[src/rtl/seg_pkg.sv]
`default_nettype none
// ============================================================================
//  Module      : seg_pkg
//  Description : Shared types and constants for the seven-segment scan
//                controller: scan FSM states, register offsets, CTRL bit
//                positions and the all-off segment pattern.
//  Revision    : 1.0  initial release
// ============================================================================
package seg_pkg;

    // Scan FSM states
    typedef enum logic [1:0] {
        ST_IDLE = 2'd0,
        ST_LIT  = 2'd1,
        ST_GAP  = 2'd2
    } seg_state_t;

    // Register byte offsets from the block base address
    localparam logic [31:0] c_off_data = 32'h0000_0000;
    localparam logic [31:0] c_off_ctrl = 32'h0000_0004;
    localparam logic [31:0] c_off_div  = 32'h0000_0008;

    // CTRL register bit positions
    localparam int c_ctrl_en_bit   = 0;
    localparam int c_ctrl_lzs_bit  = 1;
    localparam int c_ctrl_mask_lsb = 8;

    // Active-low outputs: all ones turns everything off
    localparam logic [7:0] SEG_BLANK = 8'hFF;
    localparam logic [7:0] c_dig_off = 8'hFF;

endpackage
`default_nettype wire

[src/rtl/seg_hex_decoder.sv]
`default_nettype none
// ============================================================================
//  Module      : seg_hex_decoder
//  Description : Combinational hex nibble to active-low seven-segment pattern
//                ordered {A,B,C,D,E,F,G,DP}; the decimal point stays off.
//  Revision    : 1.0  initial release
// ============================================================================
module seg_hex_decoder
    import seg_pkg::*;
(
    input  logic [3:0] nibble,
    output logic [7:0] seg_n
);

    // Glyph lookup for 0-9, A, b, C, d, E, F
    always_comb begin
        seg_n = SEG_BLANK;
        case (nibble)
            4'h0: seg_n = 8'b0000_0011;
            4'h1: seg_n = 8'b1001_1111;
            4'h2: seg_n = 8'b0010_0101;
            4'h3: seg_n = 8'b0000_1101;
            4'h4: seg_n = 8'b1001_1001;
            4'h5: seg_n = 8'b0100_1001;
            4'h6: seg_n = 8'b0100_0001;
            4'h7: seg_n = 8'b0001_1111;
            4'h8: seg_n = 8'b0000_0001;
            4'h9: seg_n = 8'b0001_1001;
            4'hA: seg_n = 8'b0001_0001;
            4'hB: seg_n = 8'b1100_0001;
            4'hC: seg_n = 8'b0110_0011;
            4'hD: seg_n = 8'b1000_0101;
            4'hE: seg_n = 8'b0110_0001;
            4'hF: seg_n = 8'b0111_0001;
            default: seg_n = SEG_BLANK;
        endcase
    end

endmodule
`default_nettype wire

[src/rtl/seg_scan_ctrl.sv]
`default_nettype none
// ============================================================================
//  Module      : seg_scan_ctrl
//  Description : Memory-mapped 8-digit multiplexed seven-segment controller.
//                CPU-visible DATA/CTRL/DIV registers, double-buffered display
//                data, and a scan FSM with programmable dwell and a blank gap
//                between digits to avoid ghosting.
//  Revision    : 1.0  initial release
// ============================================================================
module seg_scan_ctrl
    import seg_pkg::*;
#(
    parameter logic [31:0] BASE_ADDR  = 32'hFFFF_F000,
    parameter int unsigned DIV_RESET  = 19_999,
    parameter int unsigned GAP_CYCLES = 2
) (
    input  logic        clk,
    input  logic        rst,
    input  logic [31:0] addr,
    input  logic        wen,
    input  logic [31:0] wdata,
    output logic [31:0] rdata,
    output logic [7:0]  dig_en,
    output logic [7:0]  seg_n
);

    localparam logic [17:0] c_gap_last = 18'(GAP_CYCLES - 1);

    // CPU-visible registers
    logic [31:0] r_data_pend;
    logic        r_en;
    logic        r_lzs;
    logic [7:0]  r_mask;
    logic [17:0] r_div;

    // Display-side copy and scan state
    logic [31:0] r_data_act;
    seg_state_t  r_state;
    logic [17:0] r_cnt;
    logic [2:0]  r_cur;

    logic        w_sel_data;
    logic        w_sel_ctrl;
    logic        w_sel_div;
    logic [7:0]  w_keep;
    logic [7:0]  w_elig;
    logic        w_any;
    logic [2:0]  w_lo;
    logic [2:0]  w_above;
    logic        w_has_above;
    logic [2:0]  w_next;
    logic        w_run;
    logic        w_gap_done;
    logic        w_copy;
    logic [31:0] w_act_next;
    logic [2:0]  w_enter_idx;
    logic [3:0]  w_enter_nib;
    logic [7:0]  w_enter_seg;

    assign w_sel_data = (addr == (BASE_ADDR + c_off_data));
    assign w_sel_ctrl = (addr == (BASE_ADDR + c_off_ctrl));
    assign w_sel_div  = (addr == (BASE_ADDR + c_off_div));

    // Register file writes from the bus
    always_ff @(posedge clk or posedge rst) begin
        if (rst) begin
            r_data_pend <= '0;
            r_en        <= 1'b1;
            r_lzs       <= 1'b0;
            r_mask      <= 8'hFF;
            r_div       <= 18'(DIV_RESET);
        end else if (wen) begin
            if (w_sel_data) begin
                r_data_pend <= wdata;
            end
            if (w_sel_ctrl) begin
                r_en   <= wdata[c_ctrl_en_bit];
                r_lzs  <= wdata[c_ctrl_lzs_bit];
                r_mask <= wdata[c_ctrl_mask_lsb +: 8];
            end
            if (w_sel_div) begin
                r_div <= wdata[17:0];
            end
        end
    end

    // Combinational readback; unmapped addresses and unused bits read zero
    always_comb begin
        rdata = '0;
        if (w_sel_data) begin
            rdata = r_data_pend;
        end else if (w_sel_ctrl) begin
            rdata[c_ctrl_en_bit]          = r_en;
            rdata[c_ctrl_lzs_bit]         = r_lzs;
            rdata[c_ctrl_mask_lsb +: 8]   = r_mask;
        end else if (w_sel_div) begin
            rdata[17:0] = r_div;
        end
    end

    // Leading-zero suppression keeps digits up to the top nonzero nibble;
    // digit 0 is always kept so a zero value still shows "0"
    always_comb begin
        w_keep = 8'h01;
        for (int i = 1; i < 8; i++) begin
            if (r_data_act[4*i +: 4] != 4'h0) begin
                w_keep = 8'hFF >> (7 - i);
            end
        end
    end

    assign w_elig = r_mask & (r_lzs ? w_keep : 8'hFF);
    assign w_any  = |w_elig;

    // Lowest eligible digit and the first eligible digit above the current one
    always_comb begin
        w_lo        = 3'd0;
        w_above     = 3'd0;
        w_has_above = 1'b0;
        for (int i = 7; i >= 0; i--) begin
            if (w_elig[i]) begin
                w_lo = 3'(i);
                if (3'(i) > r_cur) begin
                    w_above     = 3'(i);
                    w_has_above = 1'b1;
                end
            end
        end
    end

    assign w_next = w_has_above ? w_above : w_lo;

    // Scanning is allowed only with the block enabled and some digit unmasked
    assign w_run      = r_en && (r_mask != 8'h00);
    assign w_gap_done = (r_state == ST_GAP) && (r_cnt == c_gap_last);

    // Pending data becomes active while idle and on every frame wrap, so a
    // frame is always drawn from one consistent snapshot
    assign w_copy = (r_state == ST_IDLE) ||
                    (w_gap_done && w_run && w_any && !w_has_above);

    assign w_act_next  = w_copy ? r_data_pend : r_data_act;
    assign w_enter_idx = (r_state == ST_GAP) ? w_next : w_lo;
    assign w_enter_nib = w_act_next[{w_enter_idx, 2'b00} +: 4];

    seg_hex_decoder u_dec (
        .nibble (w_enter_nib),
        .seg_n  (w_enter_seg)
    );

    // Active display snapshot
    always_ff @(posedge clk or posedge rst) begin
        if (rst) begin
            r_data_act <= '0;
        end else if (w_copy) begin
            r_data_act <= r_data_pend;
        end
    end

    // Scan FSM; outputs are loaded on state entry so they track the state flops
    always_ff @(posedge clk or posedge rst) begin
        if (rst) begin
            r_state <= ST_IDLE;
            r_cnt   <= '0;
            r_cur   <= '0;
            dig_en  <= c_dig_off;
            seg_n   <= SEG_BLANK;
        end else if (!w_run) begin
            r_state <= ST_IDLE;
            r_cnt   <= '0;
            r_cur   <= '0;
            dig_en  <= c_dig_off;
            seg_n   <= SEG_BLANK;
        end else begin
            case (r_state)
                ST_IDLE: begin
                    if (w_any) begin
                        r_state <= ST_LIT;
                        r_cur   <= w_lo;
                        r_cnt   <= '0;
                        dig_en  <= ~(8'd1 << w_lo);
                        seg_n   <= w_enter_seg;
                    end
                end
                ST_LIT: begin
                    // >= so a DIV lowered below the running count ends the slot at once
                    if (r_cnt >= r_div) begin
                        r_state <= ST_GAP;
                        r_cnt   <= '0;
                        dig_en  <= c_dig_off;
                        seg_n   <= SEG_BLANK;
                    end else begin
                        r_cnt <= r_cnt + 18'd1;
                    end
                end
                ST_GAP: begin
                    if (r_cnt == c_gap_last) begin
                        r_cnt <= '0;
                        if (w_any) begin
                            r_state <= ST_LIT;
                            r_cur   <= w_next;
                            dig_en  <= ~(8'd1 << w_next);
                            seg_n   <= w_enter_seg;
                        end else begin
                            r_state <= ST_IDLE;
                            r_cur   <= '0;
                        end
                    end else begin
                        r_cnt <= r_cnt + 18'd1;
                    end
                end
                default: begin
                    r_state <= ST_IDLE;
                    r_cnt   <= '0;
                    r_cur   <= '0;
                    dig_en  <= c_dig_off;
                    seg_n   <= SEG_BLANK;
                end
            endcase
        end
    end

endmodule
`default_nettype wire

[config.mk]
export PLATFORM = sky130hd
export DESIGN_NAME = seg_scan_ctrl
export DESIGN_NICKNAME = d
export VERILOG_FILES = /design/src/rtl/seg_pkg.sv /design/src/rtl/seg_hex_decoder.sv /design/src/rtl/seg_scan_ctrl.sv
export SDC_FILE = /design/constraint.sdc
export NUM_CORES = 1
export LEC_CHECK = 0
export CAP_MARGIN = 20
export CORE_MARGIN = 2
export CORE_UTILIZATION = 50
export DETAILED_ROUTE_END_ITERATION = 16
export DONT_BUFFER_PORTS = 1
export PLACE_DENSITY_LB_ADDON = 0.3
export RECOVER_POWER = 100
export SETUP_SLACK_MARGIN = 0.4
export SLEW_MARGIN = 20
export SYNTH_ARGS = -nofsm -noshare
export SYNTH_HDL_FRONTEND = slang
export SYNTH_SLANG_ARGS = --single-unit
[constraint.sdc]
create_clock -name clk -period 6.9 [get_ports clk]
set_input_delay 2.07 -clock clk [delete_from_list [all_inputs] [get_ports clk]]
set_output_delay 2.07 -clock clk [all_outputs]
set_load 0.005 [all_outputs]
# Word-level counts from Yosys, hierarchy flattened
# Memories as Yosys holds them, arrays and structs flattened.
# Index checks and enable logic that the tools add are counted.
[word_totals] memories=1 regBits=131 ramBits=0 rom_bits=112 latchBits=0 in_bits=67 output_inout_bits=48 elab_cells=147
[op_classes] div_mod_pow=0 mul=0 n_addsub=1 n_eq_ne=11 n_bitwise=3 shift=3 reduce_logical=24 muxes=84 order_cmp=9
[memory_table] memory="(no name shown)" depth=16 word_bits=7 read_ports=1 rd_ports_with_merged_regs=0 wr=0 line_no="seg_hex_decoder.sv:18" source="case (nibble)"
[op_table] operator="$mux W8" n=16
[op_table] operator="$mux W18" n=6
[op_table] operator="$eq A32 B32 Y1 const B" n=3
[op_table] operator="$mux W3" n=30
[op_table] operator="$pmux W18 S3" n=1
[op_table] operator="$pmux W8 S3" n=2
[op_table] operator="$mux W32" n=1
[op_table] operator="$shiftx A32 B6 Y4" n=1
[op_table] operator="$reduce_bool A4 Y1" n=7
[op_table] operator="$add A18 B1 Y18 const B" n=1
[op_table] operator="$eq A18 B1 Y1 const B" n=1
[op_table] operator="$ge A18 B18 Y1" n=1
[op_table] operator="$mux W1" n=17
[op_table] operator="$not A8 Y8" n=2
[op_table] operator="$shl A1 B3 Y8 const A" n=2
[op_table] operator="$mux W14" n=1
[op_table] operator="$mux W2" n=7
[op_table] operator="$gt A3 B3 Y1 const A" n=4
[op_table] operator="$ne A3 B3 Y1 const B" n=3
[op_table] operator="$pmux W3 S3" n=1
[op_table] operator="$and A8 B8 Y8" n=1
[op_table] operator="$reduce_and A2 Y1" n=4
[op_table] operator="$reduce_bool A8 Y1" n=1
[op_table] operator="$reduce_or A8 Y1" n=1
[op_table] operator="14 further kinds" n=21

# Longest topological paths before layout
# Gate-level depths: netlist of the first run.
# An unclocked memory read counts as a cell.
[logic_depth] depth_word=35 ltp_mapped=19 depth_no_buf=18

# Hierarchy
# A second synthesis of the first run with hierarchy kept.
[unflattened] hier_cells=711 area_unflattened_um2=7945.1
[by_module_without_submodules] module="seg_scan_ctrl" instances=1 area_each_um2=7666.1 seq_area_each_um2=3320.7 cells_per_inst=674
[by_module_without_submodules] module="seg_hex_decoder" instances=1 area_each_um2=279.0 seq_area_each_um2=0.0 cells_per_inst=37

# Least setup slack after synthesis of the first run
# No wires, ideal clock.
[synth_timing] path_kind="input -> output" from="input addr[5]" to="output rdata[21]" t_required_ps=4830 path_slack_ps=826 cell_stages=8 arrival_time_ps=4004 n_path_buf=2 cell_sequence="nor4_1 nand4_1 or4_1 or2_2 clkbuf_1 nor2_1 clkbuf_1 and2_1"
[synth_between] elab_chain_cells=2
[synth_lines] item="start, declared" line_no="seg_scan_ctrl.sv:19" source="input logic [31:0] addr,"
[synth_lines] item="$eq A32 B32 Y1" line_no="seg_scan_ctrl.sv:60" source="assign w_sel_data = (addr == (BASE_ADDR + c_off_data));"
[synth_lines] item="$mux W14" line_no="seg_scan_ctrl.sv:90" source="if (w_sel_data) begin"
[synth_lines] item="end, declared" line_no="seg_scan_ctrl.sv:22" source="output logic [31:0] rdata,"
# Every way passes these cells.

# Worst setup path in the final report of the first run
[layout_timing] from="input addr[5]" to="output rdata[24]"
# Same word-level chain as after synthesis.

==> implementation parameters, run 1 <==
Parameter                              Value

Detailed routing
  DR iter-0 viols    500
  Iteration count of the initial detailed-routing pass    5
  Total wire length after detailed routing    ~20 mm
  Post-detailed-route DRC marker count    0
  Total number of vias    6,294
  Antenna-violating nets left    0
  Vias/cell    approximately 6
  Detail-routed net length per standard cell    slightly below 20 um

Clock network
  Clock transition at the registers of the reported paths    0.06 ns
  Max Buffers Root-to-Sink    2
  Clock insertion delay at the later pin of the skew report    between 0.4 and 0.5 ns
  Num Clock Sinks    between 100 and 150
  Clock tree from TritonCTS    yes
  Number of clock buffers inserted by TritonCTS    17
  Total of cells resized after clock tree synthesis    0
  Setup Buffers After CTS    0
  Root buf cell    sky130_fd_sc_hd__clkbuf_16
  Post-CTS Hold Buffers    0
  H-tree depth reported by CTS    4

Floorplanning
  Floorplan die width    131 um
  Initial cell density of the core    between 50% and 60%
  Std cell rows    46
  Die ar.    ~17,000 um^2
  Die extent in y    ~130 um
  I/O pin cnt    ~120
  Core area    15,800 um^2

Logic synthesis
  Area share of xor/xnor cells in the synthesized design    less than 1%
  Synth Flop Type    sky130_fd_sc_hd__dfrtp_1
  Avg Inst Size Synth    around 9.7 um^2
  Compound-Gate Fraction of Synth Area    13.8%
  Fraction of registers with async set or reset after synthesis    100%
  Post-synthesis instance area    roughly 8000 um^2
  Number of distinct library cells after synthesis    ~80
  Adder and majority gate portion of the synthesized area    approximately 4.8%
  Sequential fraction of the synthesis area    roughly two fifths
  Number of enable flip-flop cells after synthesis    0
  Mux share of post-synthesis cell area    between 10% and 20%
  Simple-gate share of the synthesized area    between 20% and 30%
  Yosys reg bits    130
  Ys Warns    0
  Main combinational cell family by area after synthesis    simple AND/OR/NAND/NOR gates
  Gate count of the mapped netlist    just over 800
  Number of nets produced by synthesis    around 930

Timing
  Number of slew-limit violations in the final report    83
  Smallest hold slack    0.472 ns
  Slew of the pin with the lowest slew margin    ~3.6 ns
  Setup repair after global routing missed its margin    no
  Count of final hold-check violations    0
  Final-report setup violation count    0
  Worst clock skew    approximately 0.009 ns
  Final sum of negative setup slack    0 ns
  Minimum clock period after layout    6.37 ns
  Final period utilization    approximately 92%
  Setup WS post-layout    0.529 ns
  Fmax    approximately 160 MHz
  Worst slew slack as a fraction of its limit    -141%

Finish
  Antenna diode count    0
  Sequential cell area    between 3000 and 4000 um^2
  Final layout net count    ~900
  Fraction of layout cells with a size suffix above 1    between 10% and 20%
  Count of filler cells inserted in the layout    ~1,400
  Area of the multi-input gates    about 4400 um^2
  Post-route cell area    slightly below 9000 um^2
  Area growth from synthesis to layout    9.38%

Power and ir drop
  Static leakage    slightly below 4 nW
  Largest voltage drop on the vdd net    between 150 and 200 uV
  Ratio of total power to cell area    slightly below 200 nW/um^2

Setup path
  CP Capture Type    output port
  Startpoint types    primary input
  Required time worst endpoint    about 4.8 ns
  Crit Path Max Fanout    15
  Signal arrival time at the worst endpoint    about 4.3 ns
  Type of the setup path with the least slack    in -> out

GRT
  Global-route usage over all layers    25.3%
  Total global routing overflow    0
  Number of antenna violations at the first check in global routing    0
  Wire length of the first global-routing pass    between 30 and 40 mm
  Number of global-route vias before repair    roughly 6,100
  Maximum number of pins on one net before global-route repair    83

Placed design
  Post-place instance area    8170 um^2
  Number of buffers added on ports    0
  RePlAce Congestion    between 0.9 and 1
  Detailed-placement wirelength estimate    roughly 15 mm
  Setup slack at placement    about 0.61 ns

Outcome
  Result of the run    finished, violations left
  Violations in the final reports    capacitance limit, slew limit

Flow run
  Number of max-capacitance violations reported    1

Min path
  Tightest Hold Check Type    reg -> reg
## worst max-delay path, cell delays in order
cell                      delay [ns]
sky130_fd_sc_hd__nor4_1         0.26
sky130_fd_sc_hd__nand4_1        0.12
sky130_fd_sc_hd__or4_1          0.54
sky130_fd_sc_hd__or2_0          0.43
sky130_fd_sc_hd__nor2_1         0.64
sky130_fd_sc_hd__and2_0         0.24
## final cells by class
class                   instances  area share (%)
repair buffers                  7           0.443
multi-input cells             625            50.2
flip-flops and latches        130            37.6
clock buffers                  21            5.26
well taps                     216            3.09
inverters                      37            1.60
clock inverters                11            1.73
## report_power, final
group | internal [mW] | total [mW] | switching [mW]
combinational | 0.00353 | 0.0192 | 0.0157
sequential | 0.763 | 0.763 | 0.00000000375
clock | 0.590 | 0.936 | 0.346
## final timing paths
path,start,endpoint,slack (ns),cells after the start
setup reg to reg,r_lzs,seg_n[1],0.78,13
min in group asynchronous,rst,r_data_pend[30],2.59,1
setup / recovery,addr[5],rdata[24],0.53,6
max in group asynchronous,rst,r_data_act[30],1.99,2
hold / removal,r_data_act[2],r_data_act[2],0.47,2
hold reg to reg,r_data_act[2],r_data_act[2],0.47,2
## synth_stat cells (4+ instances only)
library cell,instances,area share (%)
sky130_fd_sc_hd__inv_1,37,1.7
sky130_fd_sc_hd__and2_1,18,1.4
sky130_fd_sc_hd__and4_1,4,0.44
sky130_fd_sc_hd__nor3_1,11,0.69
sky130_fd_sc_hd__dfstp_2,33,11
sky130_fd_sc_hd__ha_1,31,4.8
sky130_fd_sc_hd__buf_2,6,0.38
sky130_fd_sc_hd__o22a_1,12,1.3
sky130_fd_sc_hd__and3_1,16,1.3
sky130_fd_sc_hd__dfrtp_1,97,30
sky130_fd_sc_hd__nand4_1,11,0.86
sky130_fd_sc_hd__o21ai_0,41,2.6
sky130_fd_sc_hd__nor4_1,7,0.55
sky130_fd_sc_hd__nor2b_1,6,0.47
sky130_fd_sc_hd__or3_1,4,0.31
sky130_fd_sc_hd__a31oi_1,4,0.31
sky130_fd_sc_hd__a21oi_1,30,1.9
sky130_fd_sc_hd__buf_1,6,0.28
sky130_fd_sc_hd__o31ai_1,5,0.47
sky130_fd_sc_hd__nand3_1,25,1.6
sky130_fd_sc_hd__nand2b_1,5,0.39
sky130_fd_sc_hd__a21o_1,5,0.47
sky130_fd_sc_hd__nand3b_1,16,1.5
sky130_fd_sc_hd__nand2_1,122,5.7
sky130_fd_sc_hd__mux2_2,70,9.9
sky130_fd_sc_hd__o21a_1,9,0.84
sky130_fd_sc_hd__mux2i_1,28,3.5
sky130_fd_sc_hd__clkbuf_1,22,1.0
sky130_fd_sc_hd__nor2_1,62,2.9
sky130_fd_sc_hd__or4_1,5,0.47
## metrics by stage
stage	total power, mW	util [%]	std cells
finish	1.72	55.5	1047
CTS	1.73	55.7	1047
floorplan	0.795	-	829
global placement	0.797	51.8	1015
detailed placement	0.797	51.8	1015
global route	1.77	55.5	1047
## state kept, by name, summed over array words and instances, names as in the netlist
signal and cells:
r_lzs 1, r_data_act 32, r_cur 3, r_state 2, r_div 18, r_cnt 18, r_en 1, seg_n 7
dig_en 8, r_data_pend 32, r_mask 8
## cell families (layout without fill, tap and decap cells)
kind of cell,Yosys count,after routing
and+or+nand+nor,331,331
DFF,130,130
buffers and inverters,74,76
muxes,106,106
other,1,1
AOI/OAI and AO/OA,155,155
adders and majority gates,31,31
xor gates and xnor gates,1,1
## layer usage
metal | global-route usage [%] | vias up | wire length [um]
li1 | - | 2960 | -
met4 | 9.20 | 0 | 497
met3 | 6.15 | 35 | 1250
met2 | 39.1 | 207 | 9460
met1 | 35.0 | 3092 | 9260
met5 | 0 | - | 0
## layout by cell type (no fill, tap or decap), types with 4 or more instances in the layout
master / synthesis / routed
sky130_fd_sc_hd__nand2b_1: 5 / 5
sky130_fd_sc_hd__and3_1: 16 / 16
sky130_fd_sc_hd__and2_0: 0 / 16
sky130_fd_sc_hd__o31ai_1: 5 / 5
sky130_fd_sc_hd__a21oi_1: 30 / 30
sky130_fd_sc_hd__nor3_1: 11 / 11
sky130_fd_sc_hd__dfstp_2: 33 / 17
sky130_fd_sc_hd__or3_1: 4 / 4
sky130_fd_sc_hd__mux2i_1: 28 / 28
sky130_fd_sc_hd__dfstp_1: 0 / 16
sky130_fd_sc_hd__mux2_2: 70 / 68
sky130_fd_sc_hd__o21ai_0: 41 / 41
sky130_fd_sc_hd__clkbuf_1: 22 / 5
sky130_fd_sc_hd__nand4_1: 11 / 11
sky130_fd_sc_hd__nand2_1: 122 / 122
sky130_fd_sc_hd__dfrtp_1: 97 / 97
sky130_fd_sc_hd__and4_1: 4 / 4
sky130_fd_sc_hd__or4_1: 5 / 5
sky130_fd_sc_hd__ha_1: 31 / 31
sky130_fd_sc_hd__clkbuf_16: 0 / 17
sky130_fd_sc_hd__a21o_1: 5 / 5
sky130_fd_sc_hd__o22a_1: 12 / 12
sky130_fd_sc_hd__nor2b_1: 6 / 6
sky130_fd_sc_hd__nand3b_1: 16 / 16
sky130_fd_sc_hd__inv_1: 37 / 36
sky130_fd_sc_hd__a31oi_1: 4 / 4
sky130_fd_sc_hd__nor2_1: 62 / 62
sky130_fd_sc_hd__nor4_1: 7 / 7
sky130_fd_sc_hd__mux2_1: 2 / 4
sky130_fd_sc_hd__o21a_1: 9 / 9
sky130_fd_sc_hd__nand3_1: 25 / 25
No activity file was read; power rests on OpenSTA's default activity.
==> run 2: changes to the inputs <==
--- a/config.mk
+++ b/config.mk
@@ -10,7 +10,7 @@
 export CORE_UTILIZATION = 50
 export DETAILED_ROUTE_END_ITERATION = 16
 export DONT_BUFFER_PORTS = 1
-export PLACE_DENSITY_LB_ADDON = 0.3
+export PLACE_DENSITY = 0.66
 export RECOVER_POWER = 100
 export SETUP_SLACK_MARGIN = 0.4
 export SLEW_MARGIN = 20
==> implementation parameters, run 2 (synthesis gave the netlist of run 1 again) <==
Parameter                              Value

Finish
  Count of filler cells inserted in the layout    1,421 (+0.35%)
  Commonest cells after routing, fill and taps aside    sky130_fd_sc_hd__nand2_1 (122), sky130_fd_sc_hd__dfrtp_1 (97), sky130_fd_sc_hd__mux2_2 (66), sky130_fd_sc_hd__nor2_1 (62), sky130_fd_sc_hd__o21ai_0 (41)
  Final layout net count    916 (unchanged)
  Largest registers    r_data_act: 32 flops, r_data_pend: 32 flops
  Area growth from synthesis to layout    9.01%
  Most common cell after layout, fill and taps aside    sky130_fd_sc_hd__nand2_1
  Fraction of layout cells with a size suffix above 1    17.6% (unchanged)
  Antenna diode count    0 (unchanged)

Clock network
  Setup Buffers After CTS    0 (unchanged)
  H-tree depth reported by CTS    4 (unchanged)
  Root buf cell    sky130_fd_sc_hd__clkbuf_16
  Clock tree from TritonCTS    yes
  Total of cells resized after clock tree synthesis    0 (unchanged)
  Post-CTS Hold Buffers    0 (unchanged)
  Num Clock Sinks    130 (unchanged)
  Clock insertion delay at the later pin of the skew report    0.43 ns (about the same)
  Max Buffers Root-to-Sink    2 (unchanged)
  Clock transition at the registers of the reported paths    0.06 ns (about the same)
  Number of clock buffers inserted by TritonCTS    17 (unchanged)

Floorplanning
  Die extent in y    131 um (unchanged)
  Std cell rows    46 (unchanged)
  I/O pin cnt    115 (unchanged)
  Floorplan die width    131 um (unchanged)
  Core area    15,800 um^2 (unchanged)
  Die ar.    17,000 um^2 (unchanged)
  Initial cell density of the core    50.7% (unchanged)

Detailed routing
  Total number of vias    6,469 (+2.8%)
  Iteration count of the initial detailed-routing pass    5 (unchanged)
  Antenna-violating nets left    0 (unchanged)
  Detail-routed net length per standard cell    20.4 um (+4.2%)
  Vias/cell    6.18 (+2.8%)
  Total wire length after detailed routing    21.3 mm (+4.2%)
  DR iter-0 viols    527 (+5.4%)
  Post-detailed-route DRC marker count    0 (unchanged)

Timing
  Final period utilization    91.4% (-0.91 points)
  Final-report setup violation count    0 (unchanged)
  Worst slew slack as a fraction of its limit    -138% (+3.2 points)
  Final sum of negative setup slack    0 ns (unchanged)
  Number of slew-limit violations in the final report    82 (-1.2%)
  Fmax    159 MHz (+1.0%)
  Count of final hold-check violations    0 (unchanged)
  Worst clock skew    0.0104 ns (+0.00118 ns)
  Setup WS post-layout    0.592 ns (+0.0628 ns)
  Minimum clock period after layout    6.31 ns (-0.0628 ns)
  Slew of the pin with the lowest slew margin    3.55 ns (-0.0471 ns)
  Setup repair after global routing missed its margin    no

Setup path
  List of cells traversed by the critical path    nor4_1 > nand4_1 > or4_1 > or2_0 > nor2_1 > buf_4 > and2_0
  CP Capture Type    output port
  Signal arrival time at the worst endpoint    4.24 ns (-0.06 ns)
  Type of the setup path with the least slack    in -> out
  Category of cells accounting for the largest share of critical-path delay    simple AND/OR/NAND/NOR gates
  Highest-delay cell along the critical path    sky130_fd_sc_hd__or4_1
  Startpoint types    primary input
  Required time worst endpoint    4.83 ns (about the same)
  Max incr delay on CP    0.72 ns (+0.08 ns)
  CP bufs+invs    1 (+1)
  Crit Path Max Fanout    14 (-1)

Min path
  Tightest Hold Check Type    reg -> reg

GRT
  Maximum number of pins on one net before global-route repair    82 (-1.2%)
  Wire length of the first global-routing pass    33.8 mm (+3.1%)
  Number of global-route vias before repair    6,300 (+2.8%)
  Number of antenna violations at the first check in global routing    0 (unchanged)
  Global-route usage over all layers    26.2% (+0.88 points)
  Total global routing overflow    0 (unchanged)

Placed design
  Setup slack at placement    0.670 ns (+0.0618 ns)
  Number of buffers added on ports    0 (unchanged)
  Detailed-placement wirelength estimate    15.7 mm (+4.3%)
  RePlAce Congestion    0.888 (-1.7%)

Power and ir drop
  Largest voltage drop on the vdd net    175 uV (-0.97%)
  Static leakage    3.92 nW (-0.37%)
  Ratio of total power to cell area    192 nW/um^2 (-2.4%)

Flow run
  Number of max-capacitance violations reported    1 (unchanged)

Outcome
  Violations in the final reports    capacitance limit, slew limit
  Result of the run    finished, violations left
-- run 2: power breakdown --
part	total, mW	internal, mW	switching (mW)
Sequential	0.763	0.763	0.00000000382
Clock	0.888	0.521	0.367
Combinational	0.0195	0.00350	0.0159
Total	1.67	1.29	0.383
-- run 2: final cells by class --
| class | count | area [um^2] | area share [%] |
|---|---|---|---|
| clock buffer | 20 | 457 | 5.24 |
| clock inverter | 12 | 121 | 1.39 |
| multi-input combinational | 625 | 4400 | 50.4 |
| tap | 216 | 270 | 3.10 |
| timing repair buffer | 7 | 42.5 | 0.488 |
| sequential | 130 | 3290 | 37.8 |
| inverter | 37 | 140 | 1.61 |
-- run 2: per-stage QoR --
stage                     utilization (%)  cell area, um^2  cells  total power [mW]  hold slack [ns]
after floorplan                         -             8000    829             0.795            0.438
after global placement               51.8             8160   1015             0.797            0.454
after detailed placement             51.8             8160   1015             0.798            0.472
after CTS                            55.4             8740   1047              1.68            0.486
after global routing                 55.3             8720   1047              1.72            0.508
final                                55.3             8720   1047              1.67            0.488
-- run 2: final timing paths --
check                         startpoint         endpoint  slack, ns  depth (start not counted)
max                              addr[5]        rdata[25]       0.59                          7
min                        r_data_act[2]    r_data_act[2]       0.49                          2
max reg2reg                        r_lzs         seg_n[1]       0.70                         13
min reg2reg                r_data_act[2]    r_data_act[2]       0.49                          2
max in group asynchronous            rst   r_data_act[26]       1.92                          2
min in group asynchronous            rst  r_data_pend[25]       2.57                          1
-- run 2: worst min-delay path: cells and delay by family, from the launching register on --
| family | cells | cell delay (ns) |
|---|---|---|
| DFF | 1 | 0.35 |
| and+or+nand+nor | 2 | 0.11 |
-- run 2: per-layer routing --
metal	track usage, %	share of wire [%]	routed length [um]	vias to the layer above
met5	0	0	0	-
met4	10.1	2.4	519	0
met3	5.42	6.6	1410	34
met2	41.6	47	10100	257
met1	35.6	44	9320	3213
li1	-	-	-	2965
